**src/rtl/mux_sel_pkg.sv**
```systemverilog
// Shared types and sizing helpers for the mux select controller.
package mux_sel_pkg;

    typedef enum logic [1:0] {
        SEL_A  = 2'd0,
        SWITCH = 2'd1,
        SEL_B  = 2'd2
    } state_t;

    localparam logic SEL_RESET = 1'b0;

    localparam int DEBOUNCE_CYCLES_DEF = 16;
    localparam int GUARD_CYCLES_DEF    = 2;
    localparam int AUTO_PERIOD_DEF     = 1000;

    // Counters run 0..max_count-1, so $clog2(max_count) bits suffice (min 1).
    function automatic int cnt_width(input int max_count);
        int w;
        w = $clog2(max_count);
        return (w < 1) ? 1 : w;
    endfunction

    localparam int DB_CNT_W    = cnt_width(DEBOUNCE_CYCLES_DEF);
    localparam int GUARD_CNT_W = cnt_width(GUARD_CYCLES_DEF);
    localparam int AUTO_CNT_W  = cnt_width(AUTO_PERIOD_DEF);

endpackage

```
**src/rtl/mux_sel_debounce.sv**
```systemverilog
// Button front end: 2-flop synchroniser, stability counter, debounced level
// and a single-cycle request on each accepted press.
module mux_sel_debounce
    import mux_sel_pkg::*;
#(
    parameter int DEBOUNCE_CYCLES = DEBOUNCE_CYCLES_DEF
) (
    input  logic clk,
    input  logic rst,
    input  logic btn_in,
    output logic btn_db_o,
    output logic req_o
);

    localparam int             CW       = cnt_width(DEBOUNCE_CYCLES);
    localparam logic [CW-1:0]  CNT_LAST = CW'(DEBOUNCE_CYCLES - 1);
    localparam logic [CW-1:0]  CNT_ONE  = CW'(1);

    logic          sync1_r;
    logic          sync2_r;
    logic          db_prev_r;
    logic [CW-1:0] cnt_r;

    // Synchronise the button and accept a new level only after it has stayed stable.
    always_ff @(posedge clk) begin
        if (rst) begin
            sync1_r   <= 1'b0;
            sync2_r   <= 1'b0;
            db_prev_r <= 1'b0;
            btn_db_o  <= 1'b0;
            cnt_r     <= '0;
        end else begin
            sync1_r   <= btn_in;
            sync2_r   <= sync1_r;
            db_prev_r <= btn_db_o;
            if (sync2_r == btn_db_o) begin
                cnt_r <= '0;
            end else if (cnt_r == CNT_LAST) begin
                btn_db_o <= sync2_r;
                cnt_r    <= '0;
            end else begin
                cnt_r <= cnt_r + CNT_ONE;
            end
        end
    end

    // Press only: a release (1->0) never requests a toggle.
    assign req_o = btn_db_o & ~db_prev_r;

endmodule

```
**src/rtl/mux_select_ctrl.sv**
```systemverilog
// Mux select controller: debounced button toggles sel_o through a blanked guard window.
// Optional periodic auto-toggle is built only when MUX_SEL_AUTO_EN is defined.
module mux_select_ctrl
    import mux_sel_pkg::*;
#(
    parameter int DEBOUNCE_CYCLES = DEBOUNCE_CYCLES_DEF,
    parameter int GUARD_CYCLES    = GUARD_CYCLES_DEF,
    parameter int AUTO_PERIOD     = AUTO_PERIOD_DEF
) (
    input  logic clk,
    input  logic rst,
    input  logic btn_in,
    input  logic hold_i,
    input  logic auto_en_i,
    output logic sel_o,
    output logic blank_o,
    output logic changed_o,
    output logic btn_db_o
);

    localparam int             GW         = cnt_width(GUARD_CYCLES);
    localparam logic [GW-1:0]  GUARD_LAST = GW'(GUARD_CYCLES - 1);
    localparam logic [GW-1:0]  GUARD_ONE  = GW'(1);

    state_t        state_r;
    logic          target_r;
    logic [GW-1:0] guard_cnt_r;
    logic          btn_req_s;
    logic          auto_req_s;
    logic          req_s;
    logic          go_switch_s;

    mux_sel_debounce #(
        .DEBOUNCE_CYCLES(DEBOUNCE_CYCLES)
    ) u_debounce (
        .clk     (clk),
        .rst     (rst),
        .btn_in  (btn_in),
        .btn_db_o(btn_db_o),
        .req_o   (btn_req_s)
    );

`ifdef MUX_SEL_AUTO_EN
    localparam int             AW        = cnt_width(AUTO_PERIOD);
    localparam logic [AW-1:0]  AUTO_LAST = AW'(AUTO_PERIOD - 1);
    localparam logic [AW-1:0]  AUTO_ONE  = AW'(1);

    logic [AW-1:0] auto_cnt_r;
    logic          auto_req_r;

    // Period counter only runs while idle in a select state and enabled.
    always_ff @(posedge clk) begin
        if (rst) begin
            auto_cnt_r <= '0;
            auto_req_r <= 1'b0;
        end else if ((state_r == SWITCH) || go_switch_s || ~auto_en_i || hold_i) begin
            auto_cnt_r <= '0;
            auto_req_r <= 1'b0;
        end else if (auto_cnt_r == AUTO_LAST) begin
            auto_cnt_r <= '0;
            auto_req_r <= 1'b1;
        end else begin
            auto_cnt_r <= auto_cnt_r + AUTO_ONE;
            auto_req_r <= 1'b0;
        end
    end

    assign auto_req_s = auto_req_r;
`else
    logic unused_auto_en_s;

    assign unused_auto_en_s = auto_en_i;
    assign auto_req_s       = 1'b0;
`endif

    // OR-ing the sources means coincident requests still give a single switch.
    assign req_s = btn_req_s | auto_req_s;

    // Switch entry is only possible from a settled select state.
    always_comb begin
        go_switch_s = 1'b0;
        case (state_r)
            SEL_A, SEL_B: go_switch_s = req_s & ~hold_i;
            default:      go_switch_s = 1'b0;
        endcase
    end

    // Select FSM: blank first, then flip sel_o on the cycle blank drops.
    always_ff @(posedge clk) begin
        if (rst) begin
            state_r     <= SEL_A;
            target_r    <= SEL_RESET;
            guard_cnt_r <= '0;
            sel_o       <= SEL_RESET;
            blank_o     <= 1'b0;
            changed_o   <= 1'b0;
        end else begin
            case (state_r)
                SEL_A, SEL_B: begin
                    changed_o   <= 1'b0;
                    guard_cnt_r <= '0;
                    if (go_switch_s) begin
                        state_r  <= SWITCH;
                        target_r <= (state_r == SEL_A);
                        blank_o  <= 1'b1;
                    end else begin
                        blank_o <= 1'b0;
                    end
                end
                SWITCH: begin
                    if (guard_cnt_r == GUARD_LAST) begin
                        state_r     <= target_r ? SEL_B : SEL_A;
                        sel_o       <= target_r;
                        changed_o   <= 1'b1;
                        blank_o     <= 1'b0;
                        guard_cnt_r <= '0;
                    end else begin
                        guard_cnt_r <= guard_cnt_r + GUARD_ONE;
                        changed_o   <= 1'b0;
                        blank_o     <= 1'b1;
                    end
                end
                default: begin
                    state_r     <= SEL_A;
                    sel_o       <= SEL_RESET;
                    blank_o     <= 1'b0;
                    changed_o   <= 1'b0;
                    guard_cnt_r <= '0;
                end
            endcase
        end
    end

endmodule

```
**config.mk**
```make
export PLATFORM = sky130hd
export DESIGN_NAME = mux_select_ctrl
export DESIGN_NICKNAME = d
export VERILOG_FILES = /design/src/rtl/mux_sel_pkg.sv /design/src/rtl/mux_sel_debounce.sv /design/src/rtl/mux_select_ctrl.sv
export SDC_FILE = /design/constraint.sdc
export NUM_CORES = 1
export LEC_CHECK = 0
export CAP_MARGIN = 25
export CORE_AREA = 5 5 42 44
export CTS_BUF_LIST = sky130_fd_sc_hd__clkbuf_4
export DETAILED_ROUTE_END_ITERATION = 10
export DIE_AREA = 0 0 47 49
export SLEW_MARGIN = 20
export SYNTH_ARGS = -nofsm -noshare
export SYNTH_HDL_FRONTEND = slang
export SYNTH_HIERARCHICAL = 1
export SYNTH_SLANG_ARGS = --single-unit
export TNS_END_PERCENT = 30
```
**constraint.sdc**
```tcl
create_clock -name clk -period 1.5 [get_ports clk]
set_input_delay 0.45 -clock clk [delete_from_list [all_inputs] [get_ports clk]]
set_output_delay 0.45 -clock clk [all_outputs]
set_load 0.05 [all_outputs]
```
==> results.yml <==
timing:
  fmax_ghz: 0.751
  min_period_ps: 1330
  rsz0062_at_grt: "no"
  setup_ws_ps: 168
  report.final.slew_viol_count: 0
  relSlewSlack_pct: 82.3
  period_share_pct: 88.8
  tightest_slew_ps: 265
  hold_viol: 0
  setup_viol_count_final: 0
  fin_skew_ps: 1.65
critical_path:
  r2r_cells: 4
  cp-end-kind: "output port"
  slowest_delay_ps: 310
  cp_top_family: "flip-flops"
  rrSetupSlack_ps: 220
  crit_required_ps: 1050
  criticalPathCategory: "flip-flop to output port"
  crit_path_start_kind: "flip-flop"
  crit_path_top_delay_cell: "dfxtp_1"
  cp.arrival_ps: 880
  critical_path.max_fanout: 4
  worstPathCellList: "buf_4 > buf_12"
  worst-path-stages: 2
  cp_num_buf_inv: 2
detailed_routing:
  drc: 0
  wire_per_inst_um: 10.3
  dr.pass1.iters: 2
  drt-initial-drc-count: 3
  viasPerCell: 4.66
  drtAntennaViolNets: 0
  vias: 368
  routed_wl_um: 815
yosys:
  synth.distinct_cells: 22
  synth_top_cell_by_area: "dfxtp_1"
  synth_nets: 54
  syn_area_um2: 553
  ys_seq_elements: 15
  synth_top_area_share_pct: 54.3
  synth_area_leaders: "dfxtp_1, nor2b_1, nor4b_4, nor2_1, nor3b_4"
  syn_avg_cell_area_um2: 11.5
  yosys_warnings: 6
  synthCells: 48
  ys_seq_area_share_pct: 54.3
global_route:
  grt_pass1_wl_um: 1480
  grt_max_degree: 9
  grtUsageTotal_pct: 9.20
  overflow: 0
  grt_pass1_vias: 365
  grt_antenna_before_repair: 0
layout:
  fin_area_um2: 743
  layout_common_cells: "dfxtp_1, nor2_1"
  syn_to_final_growth_pct: 34.4
  diodes: 0
  final_common_cell: "dfxtp_1"
  drive_above_1_share_pct: 27.0
  num-nets-final: 70
  fillerInstances: 128
min_path:
  hold_path_depth: 1
  worstHoldPathType: "flip-flop to flip-flop"
cts:
  hold_buffers: 0
  clockBufferDepth: 2
  root_buffer: "clkbuf_4"
  clock_latency_ps: 280
  cts.sink_count: 15
  cts_buffers: 3
  htreeDepth: 1
  clkTransAtPathRegs_ps: 80
  cts-resized-gates: 0
  cts_tree: "done"
  postCtsSetupBuffers: 0
placement:
  io_buffer_count: 7
  place_area_um2: 713
  place_ws_ps: -83.1
  gp_congestion: 0.662
  dp_hpwl_um: 608
outcome:
  status: "complete, no violations"
power_and_ir_drop:
  p_leak_nw: 0.288
  pwr_density_cell_nw_per_um2: 902
  peakVddDrop_v: 0.000582
die:
  die_width_um: 47
  initial_core_util_pct: 39.5
  die_area_um2: 2300
  ios: 9
  core_um2: 1400
  fp.dieH_um: 49
  placementRows: 14
flow_run:
  cap_violations: 0
==> flip-flops by register name, summed over array words and instances, names as in the netlist <==
name	flops
blank_o	1
u_debounce/sync1_r	1
target_r	1
u_debounce/btn_db_o	1
u_debounce/cnt_r	4
state_r	2
guard_cnt_r	1
u_debounce/sync2_r	1
sel_o	1
changed_o	1
u_debounce/db_prev_r	1
==> final timing paths <==
kind,start,to
worst max-delay path,u_debounce/btn_db_o,btn_db_o
worst min-delay path,u_debounce/cnt_r[0],u_debounce/cnt_r[0]
worst max register to register,u_debounce/cnt_r[0],u_debounce/cnt_r[2]
worst min register to register,u_debounce/cnt_r[0],u_debounce/cnt_r[0]
==> synthesized netlist by cell type <==
| library cell | number |
|---|---|
| nand3_1 | 1 |
| mux2i_1 | 1 |
| ha_1 | 1 |
| a21oi_1 | 2 |
| xor2_1 | 1 |
| inv_1 | 2 |
| nor3b_4 | 1 |
| nand4b_1 | 1 |
| and3_4 | 1 |
| nor2b_1 | 4 |
| a211oi_2 | 1 |
| nor4b_4 | 1 |
| dfxtp_1 | 15 |
| or3_4 | 1 |
| o21ai_0 | 1 |
| nor2_1 | 6 |
| nor4bb_1 | 1 |
| xnor2_1 | 2 |
| nand2b_1 | 1 |
| a21o_1 | 2 |
| nand3b_1 | 1 |
| nand2_1 | 1 |
==> per-layer routing <==
| metal | GRT usage, % | wire length (um) | vias up |
|---|---|---|---|
| li1 | - | - | 195 |
| met1 | 11.6 | 387 | 161 |
| met2 | 12.0 | 353 | 8 |
| met3 | 2.58 | 41 | 4 |
| met4 | 8.29 | 33 | 0 |
| met5 | 0 | 0 | - |
==> cell type report <==
class | instances | area, um2 | share of cell area, %
inverter | 2 | 7.51 | 1.01
tap | 16 | 20.0 | 2.69
timing repair buffer | 11 | 140 | 18.9
multi-input combinational | 31 | 245 | 33.0
clock buffer | 4 | 30.0 | 4.04
sequential | 15 | 300 | 40.4
==> where the power goes <==
part	switching (mW)	internal (mW)	total (mW)	leakage [nW]
logic	0.0102	0.0144	0.0246	0.148
registers	0.00147	0.401	0.403	0.121
clock network	0.122	0.121	0.243	0.0184
==> logic make-up (layout without fill, tap and decap cells) <==
group | count (synthesis) | after routing | share of synthesized area, %
adders and majority gates | 1 | 1 | 2.26
buffers and inverters | 2 | 17 | 1.36
DFF | 15 | 15 | 54.3
AOI/OAI and AO/OA | 6 | 6 | 7.69
and+or+nand+nor | 20 | 20 | 27.8
muxes | 1 | 1 | 1.81
xor gates and xnor gates | 3 | 3 | 4.75
==> stage by stage <==
stage          instances  hold slack (ps)  TNS, ps  utilization [%]  total power [mW]
2_1_floorplan         48              414        0                -             0.418
3_3_place_gp          75              420     -154             50.9             0.437
3_5_place_dp          75              430     -219             50.9             0.437
4_1_cts               79              453        0             53.0             0.685
5_1_grt               79              465        0             53.0             0.711
6_report              79              448        0             53.0             0.671
Note: power is estimated with default switching activity, not from simulation.
